<file path="config.mk">
export PLATFORM = sky130hd
export DESIGN_NAME = i2c_slave_ctrl
export DESIGN_NICKNAME = d
export VERILOG_FILES = /design/src/rtl/i2c_pkg.sv /design/src/rtl/i2c_slave_ctrl.sv
export SDC_FILE = /design/constraint.sdc
export NUM_CORES = 1
export LEC_CHECK = 0
export CORE_MARGIN = 5
export CORE_UTILIZATION = 39
export CTS_CLUSTER_SIZE = 10
export DETAILED_ROUTE_END_ITERATION = 10
export HOLD_SLACK_MARGIN = 0.02
export PLACE_DENSITY = 0.91
export SETUP_SLACK_MARGIN = 0.15
export SLEW_MARGIN = 20
export SYNTH_ARGS = -nofsm -noshare
export SYNTH_HDL_FRONTEND = slang
export SYNTH_SLANG_ARGS = --single-unit
</file>
<file path="constraint.sdc">
create_clock -name clock -period 3.7 [get_ports clock]
set_input_delay 0.74 -clock clock [delete_from_list [all_inputs] [get_ports clock]]
set_output_delay 0.74 -clock clock [all_outputs]
set_load 0.05 [all_outputs]
</file>
<file path="src/rtl/i2c_pkg.sv">
// i2c_pkg: shared state encoding and constants for the I2C slave controller
package i2c_pkg;

    typedef enum logic [3:0] {
        IDLE,
        RECV_ADDR,
        ADDR_ACK,
        RECV_REG,
        REG_ACK,
        RECV_DATA,
        DATA_ACK,
        SEND_DATA,
        MASTER_ACK,
        WAIT_STOP
    } i2c_state_t;

    localparam logic [6:0] SLAVE_ADDR   = 7'h20;
    localparam int         DEF_NUM_REGS = 4;

endpackage

</file>
<file path="src/rtl/i2c_slave_ctrl.sv">
// i2c_slave_ctrl: control FSM sequencing the I2C slave datapath
module i2c_slave_ctrl
    import i2c_pkg::*;
#(
    parameter int NUM_REGS = DEF_NUM_REGS
) (
    input  logic       clock,
    input  logic       reset,
    input  logic       start,
    input  logic       stop,
    input  logic       SCL_posedge,
    input  logic       SCL_negedge,
    input  logic       done,
    input  logic       addr_valid,
    input  logic [7:0] data_in,
    input  logic [4:0] sel,
    input  logic       ACK,
    output logic       clear_start,
    output logic       clear_stop,
    output logic       shift_en,
    output logic       count_en,
    output logic       count_clear,
    output logic       sel_en,
    output logic       sel_inc,
    output logic       we,
    output logic       send_ack,
    output logic       out_en,
    output logic       rw
);

    i2c_state_t state, state_n;
    logic       rw_q;
    logic       ptr_ok;
    logic       unused_bits;

    assign ptr_ok      = int'(sel) < NUM_REGS;
    assign unused_bits = ^data_in[7:1];
    assign rw          = rw_q && !reset;

    // next state: stop beats start, both beat the SCL-driven progression
    always_comb begin
        state_n = state;
        if (stop)
            state_n = IDLE;
        else if (start)
            state_n = RECV_ADDR;
        else if (SCL_negedge)
            case (state)
                RECV_ADDR:  if (done) state_n = addr_valid ? ADDR_ACK : WAIT_STOP;
                ADDR_ACK:   state_n = rw_q ? SEND_DATA : RECV_REG;
                RECV_REG:   if (done) state_n = REG_ACK;
                REG_ACK:    state_n = RECV_DATA;
                RECV_DATA:  if (done) state_n = DATA_ACK;
                DATA_ACK:   state_n = ptr_ok ? RECV_DATA : WAIT_STOP;
                SEND_DATA:  if (done) state_n = MASTER_ACK;
                MASTER_ACK: state_n = ACK ? SEND_DATA : WAIT_STOP;
                default:    state_n = state;
            endcase
    end

    // state register; R/W is captured at the edge that closes the address byte
    always_ff @(posedge clock) begin
        if (reset) begin
            state <= IDLE;
            rw_q  <= 1'b0;
        end else begin
            state <= state_n;
            if (!stop && !start && state == RECV_ADDR && SCL_negedge && done)
                rw_q <= data_in[0];
        end
    end

    // output decode; pointer/write controls are levels the datapath qualifies with SCL_negedge
    always_comb begin
        clear_start = 1'b0;
        clear_stop  = 1'b0;
        shift_en    = 1'b0;
        count_en    = 1'b0;
        count_clear = 1'b0;
        sel_en      = 1'b0;
        sel_inc     = 1'b0;
        we          = 1'b0;
        send_ack    = 1'b0;
        out_en      = 1'b0;
        if (reset) begin
            clear_start = 1'b1;
            clear_stop  = 1'b1;
            count_clear = 1'b1;
        end else if (stop) begin
            clear_stop = 1'b1;
        end else if (start) begin
            clear_start = 1'b1;
            count_clear = 1'b1;
        end else
            case (state)
                RECV_ADDR, RECV_REG, RECV_DATA: begin
                    shift_en = 1'b1;
                    count_en = SCL_posedge;
                end
                ADDR_ACK: begin
                    send_ack    = 1'b1;
                    count_clear = 1'b1;
                end
                REG_ACK: begin
                    send_ack    = 1'b1;
                    count_clear = 1'b1;
                    sel_en      = 1'b1;
                end
                DATA_ACK: begin
                    count_clear = 1'b1;
                    send_ack    = ptr_ok;
                    we          = ptr_ok;
                    sel_inc     = ptr_ok;
                end
                SEND_DATA: begin
                    out_en   = 1'b1;
                    count_en = SCL_posedge;
                end
                MASTER_ACK: begin
                    count_clear = 1'b1;
                    sel_inc     = ACK;
                end
                default: count_clear = 1'b1;
            endcase
    end

endmodule

</file>
Yosys cells after proc, flatten, opt, wreduce, memory -nomap -nowiden
Index checks and enable logic that the tools add are counted.
{"block": "op_classes", "n_reduce_logical": 18, "order_cmp": 1, "muxes": 48, "n_eq_ne": 16}
{"cell": "$mux 1", "n": 37}
{"cell": "$pmux 4 s8", "n": 1}
{"cell": "$mux 4", "n": 7}
{"cell": "$eq 4x3->1 const B", "n": 4}
{"cell": "$ne 3x3->1 const B", "n": 4}
{"cell": "$reduce_and 6->1", "n": 2}
{"cell": "$reduce_bool 9->1", "n": 1}
{"cell": "$eq 4x2->1 const B", "n": 2}
{"cell": "$ne 2x2->1 const B", "n": 4}
{"cell": "$reduce_bool 8->1", "n": 1}
{"cell": "$reduce_or 3->1", "n": 2}
{"cell": "$logic_and 1x1->1", "n": 5}
{"cell": "$lt 5x3->1 const B", "n": 1}
{"cell": "$eq 4x1->1 const B", "n": 1}
{"cell": "$eq 4x4->1 const B", "n": 1}
{"cell": "$pmux 1 s2", "n": 2}
{"cell": "$reduce_or 2->1", "n": 2}
{"cell": "$reduce_or 4->1", "n": 1}
{"cell": "$logic_not 1->1", "n": 3}
{"cell": "$mux 3", "n": 1}
{"cell": "$reduce_bool 2->1", "n": 1}
{"block": "totals", "register_bits": 5, "wordCells": 86, "output_inout_bits": 11}

Logic depth before layout (Yosys ltp)
Gate-level depths: netlist of the first run.
{"block": "depth", "word_depth": 6, "depth_mapped": 6, "depth_no_buf": 4}

Worst setup path before layout of the first run
Ideal clock, no wire load.
{"block": "synth_timing", "path_type": "input to output", "from": "input port start", "to": "output port send_ack", "n_path_buf": 0, "t_required_ps": 2960, "setup_slack_ps": 292, "stages": 3, "arrival_ps": 2668, "path_cell_list": "or3_1 > or3_1 > a211oi_1"}
{"block": "synth_via", "elab_chain_len": 3}
{"element": "from (decl)", "line": "i2c_slave_ctrl.sv:9", "source": "input logic start,"}
{"element": "$mux 1", "line": "i2c_slave_ctrl.sv:91", "source": "end else if (start) begin"}
{"element": "$mux 1", "line": "i2c_slave_ctrl.sv:89", "source": "end else if (stop) begin"}
{"element": "$mux 1", "line": "i2c_slave_ctrl.sv:85", "source": "if (reset) begin"}
{"element": "to (decl)", "line": "i2c_slave_ctrl.sv:26", "source": "output logic send_ack,"}
Every way passes these cells.

Worst setup path in the final report of the first run
{"block": "layout_timing", "from": "input port reset", "to": "output port sel_en"}
{"block": "layout_via", "elab_chain_len": 1}
{"element": "from (decl)", "line": "i2c_slave_ctrl.sv:8", "source": "input logic reset,"}
{"element": "$mux 1", "line": "i2c_slave_ctrl.sv:85"}
{"element": "to (decl)", "line": "i2c_slave_ctrl.sv:23", "source": "output logic sel_en,"}
Every way passes these cells.

==> impl_metrics.ini, run 1 <==
[status]
outcome = completed

[yosys]
netlist_area_um2 = 544.3
ys_types = 38
yosys-top-cells-area = dfxtp_1 (18%), a21oi_1 (5.5%), nor2_1 (4.8%)
yosysSeqAreaShare_pct = 18.39
synth_seq_cells = 5
avgSynthCellArea_um2 = 6.890
yosysWarnings = 0
yosysTopAreaCellShare_pct = 18.39
syn-num-nets = 101
synth-edff-count = 0
async_flop_share_pct = 0
syn_inst = 79
ys.flop_type = dfxtp_1
synth_top_area_cell = dfxtp_1

[clock_tree]
clk_latency_ns = 0.24
cts.reportedPaths.clkPinSlew_ns = 0.04
htreeDepth = 1
clkSinkCount = 5
cts_inserted_buffers = 3
post-cts-setup-buffers = 0
cts_tree = yes
root_buffer = clkbuf_4
ctsResizeCount = 0
clk_path_buf_depth = 2
cts_hold_buf = 0

[sta]
min_period_over_period_pct = 90.57
skew_ns = 0.001936
rsz0062_at_grt = no
setup_violations = 0
final_hold_viol_count = 0
worst_slew_pin_slew_ns = 0.5549
maxSlewViolCount = 0
maxSlewHeadroom_pct = 62.96
fin_tns_setup_ns = 0
clock.fmax_mhz = 298.4
fin_crit_ns = 3.351

[worst_hold_path]
holdPathEnd = rw_q
hold_start = rw_q
worstHoldPathCells = 2
hold_path.class = reg2reg

[critical_path]
path_cells = clkdlybuf4s50_1 -> or3_1 -> or3_1 -> nor3b_1 -> buf_12
path_max_fanout = 7
cp_slowest_cell = clkdlybuf4s50_1
slowest_delay_ns = 0.51
r2r-start = state[0]
cp_common_cell = or3_1
rrSetupSlack_ns = 2.04
reg2reg_depth = 4
crit_path_end_kind = output port
r2r-end = state[0]
critPathTopFamily = simple AND/OR/NAND/NOR gates
arrival_ns = 2.61
start_kind = primary input
crit_required_ns = 2.96
crit_type = in2out
path_buf_inv = 2

[final_layout]
nets = 125
fin_cells = 117
final_common_cell = clkdlybuf4s50_1
area_growth_pct = 52.18
drive_gt1_share_pct = 13.73
final_cell_mix = clkdlybuf4s50_1 (17), nor2_1 (7), nand2_1 (6), a21oi_1 (6)
antenna_cells = 0

[place]
dp.cells = 113
place.gp.congestion = 0.8103
port-buffer-count = 23
dpl.hpwl_mm = 1.180

[power_and_ir_drop]
peakVddDrop_v = 0.0002061
power_density_nw_per_um2 = 197.4
p_leak_nw = 0.2936

[global_routing]
grt_pass1_wl_mm = 2.663
grtUsageTotal_pct = 16.30
grt_overflow_total = 0
grt_max_degree = 19
antenna_found_initial = 0
grt_pass1_vias = 627

[floorplanning]
die_h_um = 47.36
start_util_pct = 41.31
die-area_um2 = 2243
rows = 13
core_um2 = 1318
die_width_um = 47.36
io_pins = 33

[routing]
drc = 0
vias = 691
drt_iter0_drc = 17
drt_wl_total_mm = 1.516
post_drt_wl_per_cell_um = 12.96
first_pass_iters = 5
antenna_left = 0
viasPerCell = 5.906

[run]
maxCapViolations = 0
## worst min-delay path, delay by kind of cell, from the launching register on
family           cells  cell delay (ns)
AND/OR/NAND/NOR      1             0.07
multiplexers         1             0.07
flip-flops           1             0.33
## how the worst max path moves through the flow
| stage | cells after the start | start | end | slack, ns |
|---|---|---|---|---|
| after CTS | 5 | reset | sel_en | 0.33 |
| after floorplan | 3 | start | send_ack | 0.29 |
| after global placement | 5 | start | sel_en | 0.36 |
| after detailed placement | 5 | reset | sel_en | 0.33 |
| final | 5 | reset | sel_en | 0.35 |
| after global routing | 5 | start | sel_en | 0.22 |
## state kept, by name, summed over array words and instances (netlist names)
register and count:
rw_q 1, state 4
## area by class of cell
class	count	area, um2
Clock buffer	4	26.28
Timing Repair Buffer	24	260.3
Inverter	4	15.01
Tap cell	15	18.77
Sequential cell	5	100.1
Multi-Input combinational cell	65	407.9
Fill cell	122	489.2
## routing by layer
| metal | part of all wire, % | vias up | global-route usage, % |
|---|---|---|---|
| li1 | - | 346 | - |
| met1 | 44 | 314 | 21.80 |
| met2 | 47 | 31 | 24.87 |
| met3 | 9.6 | 0 | 7.663 |
| met4 | 0 | 0 | 1.105 |
| met5 | 0 | - | 0 |
## cell usage after synthesis, types with 2 or more instances
cell type,count
a211oi_1,2
a21oi_1,6
and2_1,3
buf_2,2
clkbuf_1,2
dfxtp_1,5
inv_1,4
nand2_1,6
nor2_1,7
nor2b_1,3
nor3_1,5
nor3b_1,2
o21ai_0,3
o21bai_1,2
o221ai_1,2
or3_1,3
## power breakdown
| part | total (mW) | switching [mW] | internal, mW | leakage, nW |
|---|---|---|---|---|
| logic | 0.0448 | 0.0222 | 0.0225 | 0.238 |
| registers | 0.0574 | 0.00254 | 0.0548 | 0.0405 |
| clock network | 0.0613 | 0.0207 | 0.0407 | 0.0150 |
| total | 0.163 | 0.0455 | 0.118 | 0.294 |
## through the flow
step,worst slack (ns),instance area [um2],hold slack (ns),util (%),total power [mW]
after floorplan,0.2923,544.3,0.4727,-,0.07930
after global placement,0.3636,802.0,0.4984,60.87,0.1020
after detailed placement,0.3296,802.0,0.5150,60.87,0.1030
after CTS,0.3296,828.3,0.5248,62.87,0.1665
after global routing,0.2150,828.3,0.5319,62.87,0.1782
final,0.3491,828.3,0.5151,62.87,0.1635
## cells by family (layout without fill, tap and decap cells)
family                 count (synthesis)  after routing  share of synthesized area (%)
AND/OR/NAND/NOR                       37             37                          37.01
AO/OA/AOI/OAI                         27             27                          36.09
flip-flops                             5              5                          18.39
multiplexers                           1              1                          1.839
buffers and inverters                  9             32                          6.666
Power figures use the tool's default switching activity.
==> run 2, diff against run 1 <==
--- a/config.mk
+++ b/config.mk
@@ -5,7 +5,6 @@
 export SDC_FILE = /design/constraint.sdc
 export NUM_CORES = 1
 export LEC_CHECK = 0
-export CORE_MARGIN = 5
 export CORE_UTILIZATION = 39
 export CTS_CLUSTER_SIZE = 10
 export DETAILED_ROUTE_END_ITERATION = 10
==> run 2 against run 1 <==
Compared with the run above: register-to-register slack barely moved; sequential share of layout area did not move; sequential power barely moved; non-clock buffer count did not move; largest cell class unchanged; clock-buffer cell count did not move; clock skew rose by 0.0019 ns; critical path depth did not move; first-iteration DRC count fell by 41%; global-route usage rose by 5.4 points; utilization rose by 0.79 points.
==> impl_metrics.ini, run 2 (same netlist as run 1, synthesis figures left out) <==
[clock_tree]
clkSinkCount = 5
post-cts-setup-buffers = 0
cts_tree = yes
htreeDepth = 1
cts_inserted_buffers = 3
ctsResizeCount = 0
clk_latency_ns = 0.24
cts_hold_buf = 0
clk_path_buf_depth = 2
root_buffer = clkbuf_4
cts.reportedPaths.clkPinSlew_ns = 0.04

[routing]
drc = 0
post_drt_wl_per_cell_um = 12.30
antenna_left = 0
drt_iter0_drc = 10
first_pass_iters = 4
viasPerCell = 5.795
vias = 678
drt_wl_total_mm = 1.439

[worst_hold_path]
hold_path.class = reg2reg

[final_layout]
fin_util_pct = 63.65
final_common_cell = clkdlybuf4s50_1
largest_reg_flops = 4
fin_cells = 117
final_area_um2 = 828.3
top_register = state
nets = 125
final_cell_mix = clkdlybuf4s50_1 (17), nor2_1 (7), nand2_1 (6), a21oi_1 (6)
antenna_cells = 0
drive_gt1_share_pct = 13.73
largest_registers = state: 4 flops, rw_q: 1 flops
area_growth_pct = 52.18

[critical_path]
start_kind = primary input
arrival_ns = 2.62
rrSetupSlack_ns = 2.04
crit_path_start = reset
r2r-end = state[3]
reg2reg_depth = 4
crit_path_end_kind = output port
r2r-start = state[0]
crit_required_ns = 2.96
crit_type = in2out
crit_end = sel_en
path_max_fanout = 7

[sta]
hold-worst-slack_ns = 0.5288
setup_violations = 0
fin_tns_setup_ns = 0
rsz0062_at_grt = no
worst_slew_pin_slew_ns = 0.5370
min_period_over_period_pct = 90.77
fin_crit_ns = 3.358
skew_ns = 0.003821
clock.fmax_mhz = 297.8
maxSlewHeadroom_pct = 64.15
setup_ws_ns = 0.3415
final_hold_viol_count = 0
maxSlewViolCount = 0

[status]
outcome = completed

[global_routing]
antenna_found_initial = 0
grt_pass1_wl_mm = 2.352
grt_overflow_total = 0
grtUsageTotal_pct = 21.72
grt_pass1_vias = 602
grt_max_degree = 19

[floorplanning]
core_um2 = 1301
die_width_um = 39.36
start_util_pct = 41.83
rows = 13
io_pins = 33
die-area_um2 = 1549
die_h_um = 39.36

[run]
maxCapViolations = 0

[place]
dpl.hpwl_mm = 1.119
place.gp.congestion = 0.8624
placed_area_um2 = 802.0
port-buffer-count = 23
dp.cells = 113
place_ws_ns = 0.3375

[power_and_ir_drop]
peakVddDrop_v = 0.0001588
power_density_nw_per_um2 = 198.9
p_leak_nw = 0.2936
power_mw = 0.1648
run 2: cell counts in the layout (fill, tap and decap cells not counted):
No cell type changed its count.
run 2: cell type report:
| class | instances | area (um2) |
|---|---|---|
| fillers | 128 | 473.0 |
| inverters | 4 | 15.01 |
| repair buffers | 24 | 260.3 |
| multi-input cells | 65 | 407.9 |
| clock buffers | 4 | 26.28 |
| well taps | 15 | 18.77 |
| flip-flops and latches | 5 | 100.1 |
run 2: critical path: stages:
cell             delay (ns)
clkdlybuf4s50_1        0.51
or3_1                  0.46
or3_1                  0.37
nor3b_1                0.35
buf_12                 0.19
run 2: per-layer routing:
metal	vias to the layer above	wire (um)	share of wire [%]	track usage [%]
met5	-	0	0	0
met4	0	16	1.1	5.172
met3	2	92	6.4	6.818
met2	33	735	51	38.33
met1	301	594	41	25.08
li1	342	-	-	-
run 2: how the worst min path moves through the flow:
stage               from    to  slack, ns  cells after the start
finish              rw_q  rw_q       0.53                      2
global route        rw_q  rw_q       0.58                      2
CTS                 rw_q  rw_q       0.53                      2
detailed placement  rw_q  rw_q       0.52                      2
global placement    rw_q  rw_q       0.50                      2
floorplan           rw_q  rw_q       0.47                      2
run 2: report_power, final:
part	internal [mW]	switching (mW)	total [mW]	leakage, nW
Sequential	0.0548	0.00258	0.0574	0.0405
Combinational	0.0226	0.0223	0.0449	0.238
Clock	0.0407	0.0218	0.0625	0.0150
==> run 3, diff against run 2 <==
--- a/config.mk
+++ b/config.mk
@@ -5,6 +5,7 @@
 export SDC_FILE = /design/constraint.sdc
 export NUM_CORES = 1
 export LEC_CHECK = 0
+export CORE_MARGIN = 4
 export CORE_UTILIZATION = 39
 export CTS_CLUSTER_SIZE = 10
 export DETAILED_ROUTE_END_ITERATION = 10
==> run 3 against run 2 <==
Compared with the run above: maximum frequency decreased by 0.34%; global-route usage is 6.2 points lower; total power rose by 1.7%; design area is the same; clock power up 4.3%; worst hold slack improved by 0.0027 ns.
==> impl_metrics.ini, run 3 (same netlist as run 1, synthesis figures left out) <==
[critical_path]
start_kind = primary input
slowest_delay_ns = 0.50
path_max_fanout = 6
r2r-start = state[0]
rrSetupSlack_ns = 2.02
crit_path_end_kind = output port
crit_type = in2out
critPathTopFamily = simple AND/OR/NAND/NOR gates
crit_required_ns = 2.96
cp_slowest_cell = clkdlybuf4s50_1
arrival_ns = 2.63
path_cells = clkdlybuf4s50_1 -> or3_1 -> or3_1 -> nor3b_1 -> buf_12
cp_common_cell = or3_1
path_buf_inv = 2
reg2reg_depth = 4
r2r-end = state[0]

[global_routing]
grt_overflow_total = 0
grt_pass1_vias = 622
grtUsageTotal_pct = 15.54
grt_max_degree = 19
grt_pass1_wl_mm = 2.421
antenna_found_initial = 0

[sta]
setup_ws_ns = 0.3299
clock.fmax_mhz = 296.7
worst_slew_pin_slew_ns = 0.5428
fin_tns_setup_ns = 0
fin_crit_ns = 3.370
final_hold_viol_count = 0
maxSlewHeadroom_pct = 63.76
skew_ns = 0.01288
min_period_over_period_pct = 91.08
maxSlewViolCount = 0
rsz0062_at_grt = no
hold-worst-slack_ns = 0.5316
setup_violations = 0

[power_and_ir_drop]
power_density_nw_per_um2 = 202.4
p_leak_nw = 0.2936
power_mw = 0.1676
peakVddDrop_v = 0.0001657

[routing]
viasPerCell = 5.889
first_pass_iters = 4
drt_iter0_drc = 26
vias = 689
drc = 0
antenna_left = 0
post_drt_wl_per_cell_um = 13.21
drt_wl_total_mm = 1.546

[worst_hold_path]
worstHoldPathCells = 2
hold_start = rw_q
hold_path.class = reg2reg
holdPathEnd = rw_q

[final_layout]
final_area_um2 = 828.3
antenna_cells = 0
largest_registers = state: 4 flops, rw_q: 1 flops
final_cell_mix = clkdlybuf4s50_1 (17), nor2_1 (7), nand2_1 (6), a21oi_1 (6)
top_register = state
final_common_cell = clkdlybuf4s50_1
largest_reg_flops = 4
drive_gt1_share_pct = 13.73
area_growth_pct = 52.18
nets = 125

[clock_tree]
ctsResizeCount = 0
htreeDepth = 1
post-cts-setup-buffers = 0
root_buffer = clkbuf_4
clk_latency_ns = 0.25
cts.reportedPaths.clkPinSlew_ns = 0.04
clkSinkCount = 5
cts_tree = yes
cts_hold_buf = 0
clk_path_buf_depth = 2
cts_inserted_buffers = 3

[place]
dpl.hpwl_mm = 1.155
port-buffer-count = 23
place_ws_ns = 0.3388
place.gp.congestion = 0.8176
placed_area_um2 = 802.0

[run]
maxCapViolations = 0

[floorplanning]
start_util_pct = 41.83
core_um2 = 1301
rows = 13
die_h_um = 45.36
die-area_um2 = 2057
die_width_um = 45.36
io_pins = 33

[status]
outcome = completed
-- run 3: cell counts in the layout (fill, tap and decap cells not counted) --
No cell type changed its count.
-- run 3: where the power goes --
group | internal [mW] | leakage (nW) | switching (mW) | total (mW)
Combinational | 0.0226 | 0.238 | 0.0225 | 0.0450
Sequential | 0.0548 | 0.0405 | 0.00262 | 0.0574
Clock | 0.0409 | 0.0150 | 0.0244 | 0.0652
-- run 3: worst max-delay path by stage --
| stage | cells past startpoint | slack (ns) | end | from |
|---|---|---|---|---|
| after floorplan | 3 | 0.29 | send_ack | start |
| after global placement | 5 | 0.36 | sel_en | start |
| after detailed placement | 5 | 0.34 | send_ack | start |
| after CTS | 5 | 0.34 | send_ack | start |
| after global routing | 5 | 0.28 | we | start |
| final | 5 | 0.33 | sel_en | start |
-- run 3: layout make-up --
type / count / area (um2)
Clock buffer: 4 / 26.28
Fill cell: 129 / 473.0
Inverter: 4 / 15.01
Multi-Input combinational cell: 65 / 407.9
Tap cell: 15 / 18.77
Timing Repair Buffer: 24 / 260.3
Sequential cell: 5 / 100.1
-- run 3: per-layer routing --
layer / vias to the layer above / global-route usage, % / share of wire, %
li1: 343 / - / -
met1: 314 / 18.18 / 42
met2: 32 / 27.12 / 51
met3: 0 / 3.586 / 7.3
met4: 0 / 5.848 / 0
met5: - / 0 / 0
-- run 3: through the flow --
step	utilization, %	instances
floorplan	-	79
global placement	61.63	113
detailed placement	61.63	113
CTS	63.65	117
global route	63.65	117
finish	63.65	117
-- run 3: worst register-to-register path: cells and delay by family (launching register included) --
family / cells / cell delay (ns)
AO/OA/AOI/OAI: 2 / 0.58
flip-flops: 1 / 0.44
AND/OR/NAND/NOR: 2 / 0.56
